`config.mk`:
```
export PLATFORM = sky130hd
export DESIGN_NAME = fetch_sequencer
export DESIGN_NICKNAME = d
export VERILOG_FILES = /design/src/rtl/fetch_sequencer.sv
export SDC_FILE = /design/constraint.sdc
export NUM_CORES = 1
export LEC_CHECK = 0
export BUFFER_PORTS_ARGS = -buffer_cell sky130_fd_sc_hd__clkbuf_2
export CAP_MARGIN = 5
export CORE_UTILIZATION = 35
export CTS_CLUSTER_DIAMETER = 150
export DETAILED_ROUTE_END_ITERATION = 7
export SYNTH_ARGS = -nofsm -noshare
export SYNTH_HDL_FRONTEND = slang
export SYNTH_SLANG_ARGS = --single-unit
```
`constraint.sdc`:
```
create_clock -name CLK -period 8.6 [get_ports CLK]
set_input_delay 0.86 -clock CLK [delete_from_list [all_inputs] [get_ports CLK]]
set_output_delay 0.86 -clock CLK [all_outputs]
set_load 0.005 [all_outputs]
```
`src/rtl/fetch_sequencer.sv`:
```
// Instruction-fetch sequencer: owns the fetch PC, handshakes with a variable-latency
// instruction memory and presents one registered instruction (with a one-entry skid) to IF/ID.
module fetch_sequencer #(
  parameter int                ADDR_W   = 32,
  parameter logic [ADDR_W-1:0] RESET_PC = '0
) (
  input  logic              CLK,
  input  logic              RST,
  input  logic              STALL,
  input  logic              REDIRECT,
  input  logic [ADDR_W-1:0] REDIRECT_PC,
  input  logic              IMEM_READY,
  input  logic [31:0]       IMEM_RDATA,
  output logic              IMEM_REQ,
  output logic [ADDR_W-1:0] IMEM_ADDR,
  output logic              IF_VALID,
  output logic [ADDR_W-1:0] IF_PC,
  output logic [ADDR_W-1:0] IF_PC_PLUS4,
  output logic [31:0]       IF_INSTRUCTION
);

  localparam int DATA_W = 32;

  typedef enum logic [1:0] {
    S_REQ  = 2'd0,
    S_HOLD = 2'd1,
    S_DROP = 2'd2
  } state_t;

  // Sequential increment wraps modulo 2^ADDR_W by construction.
  function automatic logic [ADDR_W-1:0] pc_inc(input logic [ADDR_W-1:0] a);
    return a + ADDR_W'(4);
  endfunction

  function automatic logic [ADDR_W-1:0] word_align(input logic [ADDR_W-1:0] a);
    return a & ~ADDR_W'(3);
  endfunction

  state_t              state, state_n;
  logic [ADDR_W-1:0]   pc_p0, pc_n;
  logic [ADDR_W-1:0]   drop_addr_p0, drop_addr_n;

  logic                vld_p1, vld_n;
  logic [ADDR_W-1:0]   out_pc_p1, out_pc_n;
  logic [ADDR_W-1:0]   out_pc4_p1, out_pc4_n;
  logic [DATA_W-1:0]   out_instr_p1, out_instr_n;

  logic [ADDR_W-1:0]   skid_pc_p1;
  logic [DATA_W-1:0]   skid_instr_p1;
  logic                skid_load;

  logic                consume;
  logic                slot_free;

  assign consume   = vld_p1 & ~STALL;
  assign slot_free = ~vld_p1 | ~STALL;

  // p0: request side; DROP keeps presenting the abandoned address until the memory answers.
  assign IMEM_REQ  = ~RST & (state != S_HOLD);
  assign IMEM_ADDR = (state == S_DROP) ? drop_addr_p0 : pc_p0;

  always_comb begin
    state_n     = state;
    pc_n        = pc_p0;
    drop_addr_n = drop_addr_p0;
    vld_n       = vld_p1;
    out_pc_n    = out_pc_p1;
    out_pc4_n   = out_pc4_p1;
    out_instr_n = out_instr_p1;
    skid_load   = 1'b0;

    if (consume) begin
      vld_n = 1'b0;
    end

    if (REDIRECT) begin
      // Redirect flushes everything; an unanswered request must still complete in DROP.
      vld_n = 1'b0;
      pc_n  = word_align(REDIRECT_PC);
      case (state)
        S_REQ: begin
          if (!IMEM_READY) begin
            state_n     = S_DROP;
            drop_addr_n = pc_p0;
          end
        end
        S_HOLD:  state_n = S_REQ;
        S_DROP:  if (IMEM_READY) state_n = S_REQ;
        default: state_n = S_REQ;
      endcase
    end else begin
      case (state)
        S_REQ: begin
          if (IMEM_READY) begin
            pc_n = pc_inc(pc_p0);
            if (slot_free) begin
              vld_n       = 1'b1;
              out_pc_n    = pc_p0;
              out_pc4_n   = pc_inc(pc_p0);
              out_instr_n = IMEM_RDATA;
            end else begin
              skid_load = 1'b1;
              state_n   = S_HOLD;
            end
          end
        end
        S_HOLD: begin
          if (consume) begin
            vld_n       = 1'b1;
            out_pc_n    = skid_pc_p1;
            out_pc4_n   = pc_inc(skid_pc_p1);
            out_instr_n = skid_instr_p1;
            state_n     = S_REQ;
          end
        end
        S_DROP:  if (IMEM_READY) state_n = S_REQ;
        default: state_n = S_REQ;
      endcase
    end
  end

  always_ff @(posedge CLK or posedge RST) begin
    if (RST) begin
      state        <= S_REQ;
      pc_p0        <= RESET_PC;
      drop_addr_p0 <= RESET_PC;
      vld_p1       <= 1'b0;
      out_pc_p1    <= '0;
      out_pc4_p1   <= '0;
      out_instr_p1 <= '0;
    end else begin
      state        <= state_n;
      pc_p0        <= pc_n;
      drop_addr_p0 <= drop_addr_n;
      vld_p1       <= vld_n;
      out_pc_p1    <= out_pc_n;
      out_pc4_p1   <= out_pc4_n;
      out_instr_p1 <= out_instr_n;
    end
  end

  // p1: skid entry; its occupancy is implied by the HOLD state.
  always_ff @(posedge CLK) begin
    if (skid_load) begin
      skid_pc_p1    <= pc_p0;
      skid_instr_p1 <= IMEM_RDATA;
    end
  end

  assign IF_VALID       = vld_p1;
  assign IF_PC          = out_pc_p1;
  assign IF_PC_PLUS4    = out_pc4_p1;
  assign IF_INSTRUCTION = out_instr_p1;

endmodule

```
==> results.yml <==
status:
  outcome: "completed"
setup_path:
  start_kind: "flip-flop"
  reg2regPathDepth: 5
  r2r-end: "IF_PC[2]$_DFFE_PP0P_"
  critPathMaxFanout: 52
  r2r_slack_ps: 5470
  crit_buf_inv: 3
  critical_path_arrival_ps: 2550
  max_stage_delay_ps: 620
  cpMaxStageDelayCell: "buf_4"
  cp_cell_sequence: "inv_1 > nor2_4 > buf_4 > nor2_1 > clkbuf_2"
  crit_type: "reg2out"
  crit_family: "buffers and inverters"
  required_ps: 7740
  end_kind: "primary output"
  worstReg2RegStart: "state[0]$_DFFE_PP0P_"
layout:
  layout.cells.non_filler: 1560
  syn_to_final_growth_pct: 19.23
  drive_gt1_share_pct: 27.04
  nNetsFinal: 1228
  utilization_pct: 42.85
  num_antenna_cells: 0
floorplanning:
  start_util_pct: 35.94
  dieArea_mm2: 0.03048
  ioPinCount: 199
  die_y_um: 174.6
  num_rows: 62
  core_area_mm2: 0.02901
  dieWidth_um: 174.6
pwr:
  p_leak_nw: 5.139
  ir_worst_vdd_uv: 120.0
  power_density_mw_per_mm2: 236.6
sta:
  rsz0062_at_grt: "false"
  worst_pin_slew_ps: 1140
  finalSetupViolations: 0
  final.min_clock_period_ps: 3414
  hold_viol_final: 0
  slew_violations: 0
  finClkSkew_ps: 10.15
  slew_headroom_pct: 23.31
  period_share_pct: 39.70
  tns_ps: 0
  fmaxAchievable_ghz: 0.2929
hold_path:
  hold_path_class: "in2async"
placed_design:
  placed_cells: 1514
  place.gp.congestion: 0.8149
  post-dp-hpwl_um: 19070
  port-buffer-count: 190
clock_network:
  hold_buffers: 0
  clockRootBuffer: "clkbuf_16"
  insertion_delay_ps: 530
  cts_tree: "yes"
  path_clk_slew_ps: 60
  htreeDepth: 1
  post-cts-setup-buffer-count: 0
  cts_buffers: 25
  clock_path_buffers: 3
  ctsResizeCount: 0
  clkSinkCount: 217
route:
  drc: 0
  detail-route-antenna-nets: 0
  wire_per_inst_um: 18.03
  vias_per_cell: 5.095
  wl_met3_um: 1604
  top_layer: "met4"
  drtIter0Drc: 620
  drt_first_pass_iters: 5
  routed_wl_um: 28120
  met1_length_um: 13630
  num_vias: 7948
  met2_length_um: 12240
global_route:
  grtUsageTotal_pct: 18.52
  grt_first_pass_wirelength_um: 44810
  antenna_found_initial: 0
  grt_overflow: 0
  grt_max_degree: 109
  grt_pass1_vias: 7656
yosys:
  synth_edf_count: 62
  synth-main-ff-cell: "dfrtp_1"
  async_flop_share_pct: 71.43
  ys_seq_elements: 217
  avgSynthCellArea_um2: 10.25
  ys_warn_count: 0
  synthTopCellsByArea: "dfrtp_1 (37%), edfxtp_1 (18%), nand2_1 (7.5%), mux2_2 (6.6%), a31oi_1 (3.8%)"
  synth_area_leader_cell: "dfrtp_1"
  yosysSeqAreaShare_pct: 55.06
  synth_cell_types: 55
  synth.most_common_cell: "nand2_1"
  synth.top_cell.area_share_pct: 37.20
  synthesis.area_mm2: 0.01043
  syn-instance-count: 1017
  synthTopCellsByCount: "nand2_1 (208), dfrtp_1 (155), nor2_1 (78)"
flow_run:
  drv_cap: 0
[cells by family (layout without fill, tap and decap cells)]
group | count (synthesis) | count (layout) | synth area share (%)
and+or+nand+nor | 406 | 406 | 17.94
DFF | 217 | 217 | 55.06
AOI/OAI and AO/OA | 147 | 147 | 8.881
buffers and inverters | 100 | 254 | 4.200
xor gates and xnor gates | 76 | 76 | 6.384
muxes | 68 | 68 | 7.260
adders and majority gates | 2 | 2 | 0.2400
other | 1 | 6 | 0.03597
[layout make-up]
type	count	area, um^2
repair buffers	200	1026
fillers	2860	16580
well taps	384	480.5
flip-flops and latches	217	5741
clock inverters	16	187.7
multi-input cells	705	4297
clock buffers	30	664.4
inverters	8	35.03
[power breakdown]
part,total (mW),internal (mW),leakage [nW],switching (mW)
Clock,1.10,0.672,0.424,0.433
Combinational,0.491,0.239,2.32,0.252
Sequential,1.35,1.22,2.40,0.125
Total,2.94,2.13,5.14,0.809
[sequential cells by signal (all words and copies together), names as in the netlist, 2 cells and up]
name	count
state	2
IF_INSTRUCTION	32
drop_addr_p0	30
skid_pc_p1	30
pc_p0	30
IF_PC	30
skid_instr_p1	32
IF_PC_PLUS4	30
[layer usage]
metal,up-vias,global-route usage [%]
li1,3848,-
met1,3825,27.76
met2,239,27.24
met3,36,3.220
met4,0,5.362
met5,-,0
[worst register-to-register path, delay by kind of cell, from the launching register on]
family                 cells  cell delay (ps)
buffers and inverters      1              930
DFF                        1              480
and+or+nand+nor            2             1070
AOI/OAI and AO/OA          1              190
muxes                      1              350
[cell usage in the layout (no fill, tap or decap), drive strengths merged, types with 9 or more instances in the layout]
master  Yosys  final
buf        34     10
nand2     208    208
dfrtp     155    155
xor2       33     33
clkinv      0     10
and4       11     11
nand3      30     30
nor2       79     79
nand4      21     21
o221ai      9      9
inv         8     10
o21ai      46     46
nor4       16     16
edfxtp     62     62
a31oi      63     63
nor3       19     19
mux2       61     61
xnor2      43     43
clkbuf     58    220
[worst max path at each step]
stage | to | start | cells past startpoint
2_1_floorplan | skid_instr_p1[0]$_DFFE_PP_ | IMEM_READY | 3
4_1_cts | IMEM_REQ | state[0]$_DFFE_PP0P_ | 5
6_report | IMEM_REQ | state[0]$_DFFE_PP0P_ | 5
3_3_place_gp | IF_PC[2]$_DFFE_PP0P_ | REDIRECT | 6
5_1_grt | IMEM_REQ | state[0]$_DFFE_PP0P_ | 5
3_5_place_dp | IF_PC[2]$_DFFE_PP0P_ | REDIRECT | 6
[per-stage QoR]
| step | power [mW] | cell area [um^2] | setup slack, ps | hold WS [ps] |
|---|---|---|---|---|
| floorplan | 1.610 | 10450 | 2258 | 419.6 |
| detailed placement | 1.867 | 11580 | 4798 | 470.5 |
| CTS | 2.985 | 12430 | 5148 | 484.7 |
| global route | 3.090 | 12430 | 5005 | 508.5 |
| global placement | 1.852 | 11580 | 4805 | 461.8 |
| finish | 2.942 | 12430 | 5186 | 468.5 |
(Power assumes the default switching activity.)
